==> config.mk <==
export PLATFORM = sky130hd
export DESIGN_NAME = mult_div_unit_flat
export DESIGN_NICKNAME = d
export VERILOG_FILES = /design/src/rtl/mdu_pkg.sv /design/src/rtl/mult_div_unit_if.sv /design/src/rtl/mdu_shift_core.sv /design/src/rtl/mult_div_unit.sv /design/src/flat_wrapper.sv
export SDC_FILE = /design/constraint.sdc
export NUM_CORES = 1
export LEC_CHECK = 0
export ABC_AREA = 1
export BUFFER_PORTS_ARGS = -buffer_cell sky130_fd_sc_hd__buf_2
export CAP_MARGIN = 5
export CORE_MARGIN = 2
export CORE_UTILIZATION = 23
export CTS_CLUSTER_DIAMETER = 120
export CTS_CLUSTER_SIZE = 24
export DETAILED_ROUTE_END_ITERATION = 12
export PLACE_DENSITY_LB_ADDON = 0.05
export SYNTH_ARGS = -nofsm -noshare
export SYNTH_HDL_FRONTEND = slang
export SYNTH_SLANG_ARGS = --single-unit
export TNS_END_PERCENT = 10
==> constraint.sdc <==
create_clock -name Clk -period 8.5 [get_ports Clk]
set_input_delay 0.85 -clock Clk [delete_from_list [all_inputs] [get_ports Clk]]
set_output_delay 0.85 -clock Clk [all_outputs]
set_load 0.02 [all_outputs]
==> src/rtl/mdu_pkg.sv <==
// -----------------------------------------------------------------------------
// mdu_pkg
// Shared definitions for the iterative multiply/divide unit: operation codes,
// FSM state encodings, datapath width, iteration count and counter width, plus
// small helpers that classify an operation code.
// -----------------------------------------------------------------------------
package mdu_pkg;

  localparam int WIDTH = 32;
  localparam int ITER  = 32;
  localparam int CNT_W = $clog2(ITER + 1);

  typedef enum logic [2:0] {
    OP_MULT  = 3'b000,
    OP_MULTU = 3'b001,
    OP_DIV   = 3'b010,
    OP_DIVU  = 3'b011,
    OP_MADD  = 3'b100,
    OP_MSUB  = 3'b101
  } op_e;

  typedef enum logic [1:0] {
    S_IDLE = 2'b00,
    S_CALC = 2'b01,
    S_DONE = 2'b10
  } state_e;

  // Codes 110 and 111 are reserved and never start an operation.
  function automatic logic op_valid(input logic [2:0] op);
    return op <= 3'b101;
  endfunction

  // Two's complement interpretation of the operands.
  function automatic logic op_signed(input op_e op);
    return (op == OP_MULT) || (op == OP_DIV) || (op == OP_MADD) || (op == OP_MSUB);
  endfunction

  function automatic logic op_is_div(input op_e op);
    return (op == OP_DIV) || (op == OP_DIVU);
  endfunction

endpackage

==> src/rtl/mult_div_unit_if.sv <==
// -----------------------------------------------------------------------------
// mult_div_unit_if
// Request/result bundle between the EX stage and the multiply/divide unit.
//   Start, Op, A, B, HIin, LOin : request side (driven by the master)
//   HIout, LOout                : registered 64-bit result {HI,LO}
//   HIen, LOen                  : one-cycle HI/LO register write strobes
//   Busy                        : operation in flight, stalls the pipeline
// -----------------------------------------------------------------------------
interface mult_div_unit_if;
  import mdu_pkg::*;

  logic             Start;
  logic [2:0]       Op;
  logic [WIDTH-1:0] A;
  logic [WIDTH-1:0] B;
  logic [WIDTH-1:0] HIin;
  logic [WIDTH-1:0] LOin;
  logic [WIDTH-1:0] HIout;
  logic [WIDTH-1:0] LOout;
  logic             HIen;
  logic             LOen;
  logic             Busy;

  modport master (
    output Start, Op, A, B, HIin, LOin,
    input  HIout, LOout, HIen, LOen, Busy
  );

  modport slave (
    input  Start, Op, A, B, HIin, LOin,
    output HIout, LOout, HIen, LOen, Busy
  );

endinterface

==> src/rtl/mdu_shift_core.sv <==
// -----------------------------------------------------------------------------
// mdu_shift_core
// Unsigned radix-2 engine, one step per asserted step_i.
//   Clk, Rst   : clock, synchronous active-high reset
//   load_i     : capture a_i/b_i/div_i and clear the partial result
//   step_i     : perform one iteration
//   div_i      : 0 = shift-add multiply, 1 = restoring divide
//   a_i, b_i   : multiplicand/dividend and multiplier/divisor (unsigned)
//   state_o    : {hi,lo}; after WIDTH steps this is the product, or
//                {remainder, quotient} in divide mode
// -----------------------------------------------------------------------------
module mdu_shift_core #(
  parameter int WIDTH = 32
) (
  input  logic               Clk,
  input  logic               Rst,
  input  logic               load_i,
  input  logic               step_i,
  input  logic               div_i,
  input  logic [WIDTH-1:0]   a_i,
  input  logic [WIDTH-1:0]   b_i,
  output logic [2*WIDTH-1:0] state_o
);

  logic [WIDTH-1:0] hi_q, hi_d;
  logic [WIDTH-1:0] lo_q, lo_d;
  logic [WIDTH-1:0] b_q, b_d;
  logic             div_q, div_d;

  logic [WIDTH:0]   sum;      // multiply: hi + addend with carry out
  logic [WIDTH:0]   rem_sh;   // divide: partial remainder shifted left by one
  logic [WIDTH:0]   diff;

  always_comb begin
    hi_d  = hi_q;
    lo_d  = lo_q;
    b_d   = b_q;
    div_d = div_q;
    // The multiply operand sits in lo_q and is shifted out from the bottom
    // while product bits shift in from the top.
    sum    = {1'b0, hi_q} + (lo_q[0] ? {1'b0, b_q} : '0);
    // Divide: hi_q is always below the divisor, so the shifted remainder is
    // below twice the divisor and a WIDTH+1 bit subtract cannot wrap.
    rem_sh = {hi_q, lo_q[WIDTH-1]};
    diff   = rem_sh - {1'b0, b_q};

    if (load_i) begin
      hi_d  = '0;
      lo_d  = a_i;
      b_d   = b_i;
      div_d = div_i;
    end else if (step_i) begin
      if (!div_q) begin
        hi_d = sum[WIDTH:1];
        lo_d = {sum[0], lo_q[WIDTH-1:1]};
      end else if (!diff[WIDTH]) begin
        hi_d = diff[WIDTH-1:0];
        lo_d = {lo_q[WIDTH-2:0], 1'b1};
      end else begin
        hi_d = rem_sh[WIDTH-1:0];
        lo_d = {lo_q[WIDTH-2:0], 1'b0};
      end
    end
  end

  always_ff @(posedge Clk) begin
    if (Rst) begin
      hi_q  <= '0;
      lo_q  <= '0;
      b_q   <= '0;
      div_q <= 1'b0;
    end else begin
      hi_q  <= hi_d;
      lo_q  <= lo_d;
      b_q   <= b_d;
      div_q <= div_d;
    end
  end

  assign state_o = {hi_q, lo_q};

endmodule

==> src/rtl/mult_div_unit.sv <==
// -----------------------------------------------------------------------------
// mult_div_unit
// Iterative MULT/MULTU/DIV/DIVU/MADD/MSUB unit feeding the HI/LO registers.
//   Clk, Rst : clock, synchronous active-high reset (aborts any operation)
//   bus      : mult_div_unit_if.slave - request operands and Op in,
//              registered {HIout,LOout}, one-cycle HIen/LOen, Busy out
// Timing from an accepted Start at edge k: iterations at k+1..k+32, result
// and strobes registered at k+33, back to IDLE (Busy low) at k+34. A new
// Start is accepted in IDLE, or in DONE at edge k+34 at the earliest.
// -----------------------------------------------------------------------------
module mult_div_unit #(
  parameter int WIDTH = mdu_pkg::WIDTH,
  parameter int ITER  = mdu_pkg::ITER
) (
  input  logic          Clk,
  input  logic          Rst,
  mult_div_unit_if.slave bus
);
  import mdu_pkg::*;

  localparam int CW = $clog2(ITER + 1);
  localparam int W2 = 2 * WIDTH;

  state_e           state_q, state_d;
  logic [CW-1:0]    cnt_q, cnt_d;
  op_e              op_q, op_d;
  logic [WIDTH-1:0] a_q, a_d;
  logic [WIDTH-1:0] b_q, b_d;
  logic [WIDTH-1:0] hiin_q, hiin_d;
  logic [WIDTH-1:0] loin_q, loin_d;
  logic [WIDTH-1:0] hi_q, hi_d;
  logic [WIDTH-1:0] lo_q, lo_d;
  logic             en_q, en_d;
  logic             busy_q, busy_d;

  op_e              op_in;
  logic             accept;
  logic [WIDTH-1:0] a_mag, b_mag;
  logic             core_load, core_step;
  logic [W2-1:0]    core_state;

  logic             sa, sb;
  logic [W2-1:0]    prod, acc, result;
  logic [WIDTH-1:0] quo, rem;

  assign op_in  = op_e'(bus.Op);
  assign accept = bus.Start && op_valid(bus.Op);
  // The core is unsigned; signed operands enter as magnitudes and the sign
  // is restored after the last iteration. -0x80000000 is its own magnitude.
  assign a_mag  = (op_signed(op_in) && bus.A[WIDTH-1]) ? -bus.A : bus.A;
  assign b_mag  = (op_signed(op_in) && bus.B[WIDTH-1]) ? -bus.B : bus.B;

  mdu_shift_core #(.WIDTH(WIDTH)) u_core (
    .Clk     (Clk),
    .Rst     (Rst),
    .load_i  (core_load),
    .step_i  (core_step),
    .div_i   (op_is_div(op_in)),
    .a_i     (a_mag),
    .b_i     (b_mag),
    .state_o (core_state)
  );

  // Sign fixup, accumulate and divide-by-zero override on the finished core
  // state. Divide by zero bypasses the core because a sign-corrected all-ones
  // quotient would not give the architected 0xFFFFFFFF.
  always_comb begin
    sa   = op_signed(op_q) && a_q[WIDTH-1];
    sb   = op_signed(op_q) && b_q[WIDTH-1];
    prod = (sa ^ sb) ? -core_state : core_state;
    acc  = {hiin_q, loin_q};
    quo  = core_state[WIDTH-1:0];
    rem  = core_state[W2-1:WIDTH];
    if (sa ^ sb) quo = -quo;
    if (sa)      rem = -rem;   // remainder follows the dividend's sign
    case (op_q)
      OP_MADD:         result = acc + prod;
      OP_MSUB:         result = acc - prod;
      OP_DIV, OP_DIVU: result = (b_q == '0) ? {a_q, {WIDTH{1'b1}}} : {rem, quo};
      default:         result = prod;
    endcase
  end

  always_comb begin
    state_d   = state_q;
    cnt_d     = cnt_q;
    op_d      = op_q;
    a_d       = a_q;
    b_d       = b_q;
    hiin_d    = hiin_q;
    loin_d    = loin_q;
    hi_d      = hi_q;
    lo_d      = lo_q;
    en_d      = 1'b0;
    busy_d    = busy_q;
    core_load = 1'b0;
    core_step = 1'b0;

    case (state_q)
      S_IDLE, S_DONE: begin
        if (state_q == S_DONE) begin
          state_d = S_IDLE;
          busy_d  = 1'b0;
        end
        if (accept) begin
          state_d   = S_CALC;
          busy_d    = 1'b1;
          cnt_d     = '0;
          op_d      = op_in;
          a_d       = bus.A;
          b_d       = bus.B;
          hiin_d    = bus.HIin;
          loin_d    = bus.LOin;
          core_load = 1'b1;
        end
      end
      S_CALC: begin
        if (cnt_q < CW'(ITER)) begin
          core_step = 1'b1;
          cnt_d     = cnt_q + 1'b1;
        end else begin
          hi_d    = result[W2-1:WIDTH];
          lo_d    = result[WIDTH-1:0];
          en_d    = 1'b1;
          state_d = S_DONE;
        end
      end
      default: begin
        state_d = S_IDLE;
        busy_d  = 1'b0;
      end
    endcase
  end

  always_ff @(posedge Clk) begin
    if (Rst) begin
      state_q <= S_IDLE;
      cnt_q   <= '0;
      op_q    <= OP_MULT;
      a_q     <= '0;
      b_q     <= '0;
      hiin_q  <= '0;
      loin_q  <= '0;
      hi_q    <= '0;
      lo_q    <= '0;
      en_q    <= 1'b0;
      busy_q  <= 1'b0;
    end else begin
      state_q <= state_d;
      cnt_q   <= cnt_d;
      op_q    <= op_d;
      a_q     <= a_d;
      b_q     <= b_d;
      hiin_q  <= hiin_d;
      loin_q  <= loin_d;
      hi_q    <= hi_d;
      lo_q    <= lo_d;
      en_q    <= en_d;
      busy_q  <= busy_d;
    end
  end

  assign bus.HIout = hi_q;
  assign bus.LOout = lo_q;
  assign bus.HIen  = en_q;
  assign bus.LOen  = en_q;
  assign bus.Busy  = busy_q;

endmodule

==> src/flat_wrapper.sv <==
// flat-port wrapper written by rule: the top's interface ports become plain ports
module mult_div_unit_flat import mdu_pkg::*;
#(
  parameter int WIDTH = mdu_pkg::WIDTH,
  parameter int ITER  = mdu_pkg::ITER
)
  (Clk, Rst, bus_Start, bus_Op, bus_A, bus_B, bus_HIin, bus_LOin, bus_HIout, bus_LOout, bus_HIen, bus_LOen, bus_Busy);
  mult_div_unit_if bus_i ();
  input  logic Clk;
  input  logic Rst;
  input wire logic [$bits(bus_i.Start)-1:0] bus_Start;
  input wire logic [$bits(bus_i.Op)-1:0] bus_Op;
  input wire logic [$bits(bus_i.A)-1:0] bus_A;
  input wire logic [$bits(bus_i.B)-1:0] bus_B;
  input wire logic [$bits(bus_i.HIin)-1:0] bus_HIin;
  input wire logic [$bits(bus_i.LOin)-1:0] bus_LOin;
  output wire logic [$bits(bus_i.HIout)-1:0] bus_HIout;
  output wire logic [$bits(bus_i.LOout)-1:0] bus_LOout;
  output wire logic [$bits(bus_i.HIen)-1:0] bus_HIen;
  output wire logic [$bits(bus_i.LOen)-1:0] bus_LOen;
  output wire logic [$bits(bus_i.Busy)-1:0] bus_Busy;
  assign bus_i.Start = bus_Start;
  assign bus_i.Op = bus_Op;
  assign bus_i.A = bus_A;
  assign bus_i.B = bus_B;
  assign bus_i.HIin = bus_HIin;
  assign bus_i.LOin = bus_LOin;
  assign bus_HIout = bus_i.HIout;
  assign bus_LOout = bus_i.LOout;
  assign bus_HIen = bus_i.HIen;
  assign bus_LOen = bus_i.LOen;
  assign bus_Busy = bus_i.Busy;
  mult_div_unit #(.WIDTH(WIDTH), .ITER(ITER)) u_core (.Clk(Clk), .Rst(Rst), .bus(bus_i));
endmodule
==> flow_summary.rst, run 1 <==
.. list-table::
   :header-rows: 1

   * - Metric
     - Value
   * - Setup total negative slack
     - 0 ns
   * - Post-synthesis instance area
     - 26300 um2
   * - I/O pin total
     - 201
   * - Worst hold-check slack
     - 0.431 ns
   * - Pin count of the biggest net entering global routing
     - 74
   * - Setup crit end kind
     - register
   * - Power per cell area
     - 183 nW/um2
   * - Number of fill cells
     - 13200
   * - Core outline area
     - 113000 um2
   * - Switching power
     - 2.66 mW
   * - Cells after DPL
     - 5875
   * - Clock tree from TritonCTS
     - built
   * - Startpoint class of the critical path
     - register
   * - Count of unresolved DRC violations after routing
     - 0
   * - Max_slew headroom
     - 0.200
   * - Placer congestion estimate
     - 0.933
   * - Share of post-route cells with drive strength above 1
     - 0.0858
   * - Achievable clock frequency
     - 157 MHz
   * - Switching share of power
     - 0.486
   * - Clk root buf
     - sky130_fd_sc_hd__clkbuf_16
   * - Total congestion overflow
     - 0
   * - Most common library cells after synthesis
     - sky130_fd_sc_hd__nand2_1, sky130_fd_sc_hd__inv_1, sky130_fd_sc_hd__nor2_1, sky130_fd_sc_hd__o21ai_0, sky130_fd_sc_hd__a21oi_1
   * - First-pass GRT wire length
     - 198 mm
   * - R2R setup slack
     - 2.13 ns
   * - Largest incremental delay on the critical path
     - 0.55 ns
   * - Avg Inst Size Synth
     - 6.11 um2
   * - Run status
     - finished, final reports clean
   * - Count of buffering cells on the critical path with inverters included
     - 1
   * - Register bit count reported by yosys
     - 301
   * - Power Internal
     - 2.80 mW
   * - Count of H-tree levels built during CTS
     - 1
   * - Cell repeated most along the worst path
     - sky130_fd_sc_hd__nand2_1
   * - Wire length per cell after detailed routing
     - 23.3 um
   * - Crit Reg-Reg Startpoint
     - u_core.b_q[31]
   * - Setup repair bufs after CTS
     - 0
   * - Met3 wire length
     - 5.23 mm
   * - Final Hold Vio Count
     - 0
   * - Number of placement rows
     - 123
   * - Delay-heaviest family, CP
     - simple AND/OR/NAND/NOR gates
   * - Worst Path Max Fanout
     - 25
   * - Type of the worst min-delay path
     - in -> reg
   * - DIE AREA
     - 117000 um2
   * - Worst hold start
     - bus_LOin[1]
   * - Hpwl dp
     - 113 mm
   * - Quantity of I/O buffers inserted on ports
     - 200
   * - Slew at the pin closest to its max-slew limit
     - 1.20 ns
   * - Launch point of the critical path
     - u_core.b_q[31]
   * - DRC violation total after the first TritonRoute iteration
     - 2037
   * - Final net count
     - 4672
   * - Total Routed Length
     - 138 mm
   * - Maximum VDD drop
     - 0.000150 V
   * - CP Data Arrival Time
     - 6.87 ns
   * - Critical Path Slowest Stage Cell
     - sky130_fd_sc_hd__dfxtp_1
   * - Cell variety after synth
     - 59
   * - FF/Latch Area
     - 6030 um2
   * - Number of routed nets with antenna violations
     - 0
   * - Final count of negative-setup-slack endpoints
     - 0
   * - Antenna violations before repair
     - 6
   * - Final critical-path required period
     - 6.37 ns
   * - Most area-hungry cell type in the Yosys netlist
     - sky130_fd_sc_hd__dfxtp_1
   * - Leading post-synthesis cells by cell area
     - sky130_fd_sc_hd__dfxtp_1, sky130_fd_sc_hd__nand2_1, sky130_fd_sc_hd__inv_1, sky130_fd_sc_hd__nor2_1, sky130_fd_sc_hd__o21ai_0
   * - Ys flop type
     - sky130_fd_sc_hd__dfxtp_1
   * - Number of enable-type register cells in the synthesized netlist
     - 0
   * - Wire length the detailed router placed on met1
     - 65.1 mm
   * - Post-route clock period utilization
     - 0.749
   * - Avg Vias per Cell
     - 4.96
   * - Unrepaired setup endpoints after global routing
     - false
   * - GRT Total Usage
     - 0.227
   * - Height of the die
     - 342 um
   * - Number of instances in the synthesized netlist
     - 4299
   * - Multi-input combinational cell area
     - 17600 um2
   * - CTS clock-pin slew for the worst setup and hold paths
     - 0.10 ns
   * - Cell with the most instances after synthesis
     - sky130_fd_sc_hd__nand2_1
   * - Leak pwr
     - 13.8 nW
   * - Area growth from synthesis to layout
     - 13.4%
   * - Total nets after synthesis
     - 4569
   * - Maximum Capacitance Violations
     - 0
   * - Type of the setup path with the least slack
     - reg -> reg
   * - Topmost layer with routed signal wires
     - met5
   * - Initial standard-cell utilization of the core
     - 0.233
   * - Clock insertion delay at the later pin of the skew report
     - 0.64 ns
   * - Share of the synthesized area in the top cell type
     - 0.229
   * - Routed met2 length
     - 63.3 mm
   * - Seq/Total Area, Yosys
     - 0.229
   * - Total power of the final layout
     - 5.46 mW
   * - Part of the power in the clock network
     - 0.256
   * - Vias in the first global route
     - 28800
   * - CTS Hold Buffers Added
     - 0
   * - Post-layout instance count excluding filler cells
     - 5921
   * - Final slew viol count
     - 0
   * - Floorplan die width
     - 342 um
   * - Router iterations before antenna repair
     - 5
   * - Portion of total power attributed to sequential cells
     - 0.299
   * - Clock buffers created by TritonCTS
     - 25
   * - Fin Clk Skew
     - 0.0414 ns
   * - Sinks on Clock Net
     - 301
   * - Number of synthesis warnings
     - 0
   * - Combinational fraction of design power
     - 0.446
   * - Crit path required time
     - 9.00 ns
   * - Count of cells resized by post-cts repair
     - 0
   * - Async S/R FF share, synth
     - 0
   * - Via count
     - 29300
   * - Maximum count of clock buffers along a single path
     - 3
[power groups by stage]
stage                     clock network, mW  logic (mW)  registers [mW]
after global routing                   1.49        2.70            1.64
after CTS                              1.45        2.43            1.63
final                                  1.40        2.43            1.63
after global placement                    0        2.44            1.66
after floorplan                           0        1.61            1.58
after detailed placement                  0        2.42            1.66
[cell usage in the layout, fill, tap and decap left out, drive strengths merged, types with 12 or more instances in the layout]
| cell type | n |
|---|---|
| nand2 | 945 |
| inv | 539 |
| nor2 | 508 |
| o21ai | 388 |
| a21oi | 347 |
| dfxtp | 301 |
| nand3 | 255 |
| buf | 239 |
| ha | 133 |
| xor2 | 86 |
| o211ai | 83 |
| a31oi | 76 |
| a22o | 62 |
| nor3 | 58 |
| nand4 | 57 |
| xnor2 | 36 |
| or2 | 36 |
| nor4 | 31 |
| a211oi | 28 |
| clkbuf | 27 |
| o221ai | 24 |
| a41oi | 19 |
| a21o | 16 |
| clkinv | 14 |
| o22ai | 13 |
| o31ai | 12 |
| o21bai | 12 |
[final cells by class]
cell class,count,area share
Sequential cell,301,0.202
Tap cell,1500,0.0630
Clock inverter,17,0.00954
Multi-Input combinational cell,3298,0.592
Timing Repair Buffer,239,0.0434
Antenna cell,2,0.000168
Inverter,537,0.0678
Clock buffer,27,0.0219
[metrics by stage]
step	area (um2)	setup slack [ns]	utilization
2_1_floorplan	26300	4.30	-
3_3_place_gp	28800	2.17	0.255
3_5_place_dp	28800	2.24	0.255
4_1_cts	29800	2.18	0.264
5_1_grt	29800	1.72	0.264
6_report	29800	2.13	0.264
[logic make-up (layout without fill, tap and decap cells)]
group / after synthesis / after routing / synth area share
XOR/XNOR: 122 / 122 / 0.0410
adder cells (fa/ha/maj): 136 / 136 / 0.0656
AO/OA/AOI/OAI: 1129 / 1129 / 0.256
AND/OR/NAND/NOR: 1911 / 1911 / 0.306
other: 0 / 2 / 0
buffers and inverters: 700 / 820 / 0.101
flip-flops: 301 / 301 / 0.229
[worst reg2reg max path, cell delays in order (launching register included)]
cell	delay (ns)
sky130_fd_sc_hd__dfxtp_1	0.55
sky130_fd_sc_hd__xnor2_1	0.16
sky130_fd_sc_hd__nor2_4	0.45
sky130_fd_sc_hd__buf_4	0.42
sky130_fd_sc_hd__nand2_2	0.31
sky130_fd_sc_hd__xor2_2	0.33
sky130_fd_sc_hd__nand2_1	0.11
sky130_fd_sc_hd__nor2_1	0.16
sky130_fd_sc_hd__nand2_1	0.12
sky130_fd_sc_hd__nor2_4	0.23
sky130_fd_sc_hd__nand2_2	0.11
sky130_fd_sc_hd__nor2_4	0.12
sky130_fd_sc_hd__nand3_2	0.15
sky130_fd_sc_hd__nand2_1	0.18
sky130_fd_sc_hd__xor2_1	0.37
sky130_fd_sc_hd__ha_1	0.40
sky130_fd_sc_hd__a21o_1	0.23
sky130_fd_sc_hd__a31oi_1	0.41
sky130_fd_sc_hd__o21ai_0	0.18
sky130_fd_sc_hd__a31oi_1	0.19
sky130_fd_sc_hd__nand3_1	0.28
sky130_fd_sc_hd__nand2_1	0.15
sky130_fd_sc_hd__o211ai_1	0.17
sky130_fd_sc_hd__or2_2	0.32
sky130_fd_sc_hd__nand3_1	0.07
sky130_fd_sc_hd__a21oi_1	0.07
[flip-flops by register name, indices dropped and copies added, names as in the netlist]
name                 flops
u_core.cnt_q             6
u_core.u_core.b_q       32
u_core.hiin_q           32
u_core.bus.Busy          1
u_core.u_core.lo_q      32
u_core.op_q              3
u_core.u_core.hi_q      32
u_core.state_q           2
u_core.loin_q           32
u_core.bus.LOout        32
u_core.b_q              31
u_core.bus.HIen          1
u_core.bus.HIout        32
u_core.a_q              32
u_core.u_core.div_q      1
[path summary, 6_finish.rpt]
| path | endpoint | cells after the start |
|---|---|---|
| worst max-delay path | u_core.bus.HIout[22] | 25 |
| worst min-delay path | u_core.loin_q[1] | 3 |
| worst max register to register | u_core.bus.HIout[22] | 25 |
| worst min register to register | u_core.b_q[11] | 2 |
[layer usage]
metal	global-route usage	vias to the layer above
li1	-	14800
met5	0	-
met4	0.0624	8
met3	0.0193	128
met1	0.314	13800
met2	0.377	648
(Power assumes the default switching activity.)
==> inputs of run 2 (changes only) <==
==> constraint.sdc (replaced) <==
create_clock -name Clk -period 6.24 [get_ports Clk]
set_input_delay 0.624 -clock Clk [delete_from_list [all_inputs] [get_ports Clk]]
set_output_delay 0.624 -clock Clk [all_outputs]
set_load 0.02 [all_outputs]
==> run 2 against run 1 <==
  * Global-route usage increased by 0.055 points
  * Non-clock buffer count increased by 33
  * Critical endpoint is now u_core.bus.HIout[21]
  * Largest power group unchanged
  * First-iteration DRC count increased by 3.2%
  * Cell area increased by 0.79%
==> flow_summary.rst, run 2 (same netlist as run 1, synthesis figures left out) <==
.. list-table::
   :header-rows: 1

   * - Metric
     - Value
   * - Final count of negative-setup-slack endpoints
     - 0 (unchanged)
   * - Clock tree from TritonCTS
     - built (unchanged)
   * - Final slew viol count
     - 0 (unchanged)
   * - Crit path required time
     - 6.73 ns (was 9.00 ns)
   * - CTS clock-pin slew for the worst setup and hold paths
     - 0.10 ns (about the same)
   * - DRC violation total after the first TritonRoute iteration
     - 2103 (was 2037)
   * - Max_slew headroom
     - 0.298 (was 0.200)
   * - Count of buffering cells on the critical path with inverters included
     - 4 (was 1)
   * - Fin Clk Skew
     - 0.0499 ns (was 0.0414 ns)
   * - Clock insertion delay at the later pin of the skew report
     - 0.63 ns (was 0.64 ns)
   * - Quantity of I/O buffers inserted on ports
     - 200 (unchanged)
   * - Number of placement rows
     - 123 (unchanged)
   * - Sinks on Clock Net
     - 301 (unchanged)
   * - Placer congestion estimate
     - 0.920 (was 0.933)
   * - Leak pwr
     - 14.0 nW (was 13.8 nW)
   * - Maximum count of clock buffers along a single path
     - 3 (unchanged)
   * - Via count
     - 29500 (was 29300)
   * - I/O pin total
     - 201 (unchanged)
   * - Setup total negative slack
     - 0 ns (unchanged)
   * - GRT Total Usage
     - 0.228 (was 0.227)
   * - Hpwl dp
     - 113 mm (about the same)
   * - Router iterations before antenna repair
     - 5 (unchanged)
   * - Maximum VDD drop
     - 0.000207 V (was 0.000150 V)
   * - Most frequent cells in the layout
     - sky130_fd_sc_hd__nand2_1, sky130_fd_sc_hd__inv_1, sky130_fd_sc_hd__nor2_1 (unchanged)
   * - Cell repeated most along the worst path
     - sky130_fd_sc_hd__nand2_1 (unchanged)
   * - Final net count
     - 4703 (was 4672)
   * - Final Hold Vio Count
     - 0 (unchanged)
   * - DIE AREA
     - 117000 um2 (unchanged)
   * - Slew at the pin closest to its max-slew limit
     - 1.05 ns (was 1.20 ns)
   * - Final critical-path required period
     - 5.74 ns (was 6.37 ns)
   * - Worst Path Max Fanout
     - 7 (was 25)
   * - CTS Hold Buffers Added
     - 0 (unchanged)
   * - Core outline area
     - 113000 um2 (unchanged)
   * - Run status
     - finished, final reports clean (unchanged)
   * - Delay-heaviest family, CP
     - simple AND/OR/NAND/NOR gates (unchanged)
   * - Power per cell area
     - 247 nW/um2 (was 183 nW/um2)
   * - Pin count of the biggest net entering global routing
     - 86 (was 74)
   * - Avg Vias per Cell
     - 4.96 (about the same)
   * - Total congestion overflow
     - 0 (unchanged)
   * - Setup repair bufs after CTS
     - 0 (unchanged)
   * - Count of unresolved DRC violations after routing
     - 0 (unchanged)
   * - CP Data Arrival Time
     - 6.23 ns (was 6.87 ns)
   * - Commonest non-fill, non-tap cell in the layout
     - sky130_fd_sc_hd__nand2_1 (unchanged)
   * - Largest incremental delay on the critical path
     - 0.44 ns (was 0.55 ns)
   * - Maximum Capacitance Violations
     - 0 (unchanged)
   * - Vias in the first global route
     - 28800 (about the same)
   * - Critical Path Slowest Stage Cell
     - sky130_fd_sc_hd__dfxtp_1 (unchanged)
   * - Area growth from synthesis to layout
     - 14.3% (was 13.4%)
   * - Initial standard-cell utilization of the core
     - 0.233 (unchanged)
   * - Setup crit end kind
     - register (unchanged)
   * - Type of the worst min-delay path
     - in -> reg (unchanged)
   * - Type of the setup path with the least slack
     - reg -> reg (unchanged)
   * - Total Routed Length
     - 138 mm (about the same)
   * - Clock buffers created by TritonCTS
     - 22 (was 25)
   * - First-pass GRT wire length
     - 199 mm (was 198 mm)
   * - Antenna violations before repair
     - 7 (was 6)
   * - Post-route clock period utilization
     - 0.921 (was 0.749)
   * - Worst hold-check slack
     - 0.218 ns (was 0.431 ns)
   * - Achievable clock frequency
     - 174 MHz (was 157 MHz)
   * - Number of routed nets with antenna violations
     - 0 (unchanged)
   * - Unrepaired setup endpoints after global routing
     - false (unchanged)
   * - Clk root buf
     - sky130_fd_sc_hd__clkbuf_16 (unchanged)
   * - Count of H-tree levels built during CTS
     - 1 (unchanged)
   * - Height of the die
     - 342 um (unchanged)
   * - Startpoint class of the critical path
     - register (unchanged)
   * - Wire length per cell after detailed routing
     - 23.2 um (was 23.3 um)
   * - Floorplan die width
     - 342 um (unchanged)
   * - Share of post-route cells with drive strength above 1
     - 0.0937 (was 0.0858)
[run 2: changes by cell type in the layout (fill, tap and decap cells not counted), moves of 3 or more]
cell / previous run / this run
sky130_fd_sc_hd__clkinv_16: 3 / 0
sky130_fd_sc_hd__buf_4: 39 / 71
sky130_fd_sc_hd__bufinv_16: 0 / 3
sky130_fd_sc_hd__clkinv_8: 4 / 7
[run 2: repair_timing]
item	4_1_cts	5_1_grt
endpoints found under the setup margin	0	16
resized for setup	0	10
endpoints found under the hold margin	0	0
[run 2: final cells by class]
class	instances	area, um2
timing repair buffer	272	1550
tap	1500	1880
clock buffer	24	589
antenna	2	5.00
multi-input combinational	3299	17700
sequential	301	6030
clock inverter	16	275
inverter	537	2020
fill	13100	82900
[run 2: worst paths after layout]
check / startpoint / cells past startpoint / slack (ns) / endpoint
worst min register to register: u_core.b_q[10] / 2 / 0.46 / u_core.b_q[10]
worst max register to register: u_core.u_core.hi_q[1] / 30 / 0.50 / u_core.bus.HIout[21]
worst min-delay path: bus_LOin[1] / 3 / 0.22 / u_core.loin_q[1]
worst max-delay path: u_core.u_core.hi_q[1] / 30 / 0.50 / u_core.bus.HIout[21]
[run 2: routing by layer]
layer / part of all wire / wire length [um] / vias up / global-route usage
met2: 0.47 / 64400 / 651 / 0.383
met1: 0.47 / 65300 / 13800 / 0.315
met3: 0.034 / 4700 / 117 / 0.0159
li1: - / - / 14900 / -
met5: 0.00025 / 34 / - / 0
met4: 0.028 / 3870 / 8 / 0.0567
[run 2: through the flow]
| stage | worst slack (ns) | util | power, mW | std cells | instance area, um2 |
|---|---|---|---|---|---|
| after floorplan | 2.04 | - | 4.35 | 4299 | 26300 |
| after global placement | 0.175 | 0.258 | 5.63 | 5908 | 29100 |
| after detailed placement | 0.267 | 0.258 | 5.59 | 5908 | 29100 |
| after CTS | 0.241 | 0.265 | 7.48 | 5948 | 30000 |
| after global routing | 0.0599 | 0.266 | 7.91 | 5951 | 30000 |
| final | 0.496 | 0.266 | 7.42 | 5951 | 30000 |
[run 2: tightest hold or removal path: stages]
cell                      delay, ns
sky130_fd_sc_hd__buf_2         0.08
sky130_fd_sc_hd__nand2_1       0.04
sky130_fd_sc_hd__o21ai_0       0.05
[run 2: power by group]
group / internal, mW / switching (mW) / total, mW
Clock: 0.862 / 0.983 / 1.85
Sequential: 2.04 / 0.168 / 2.20
Combinational: 0.975 / 2.40 / 3.37
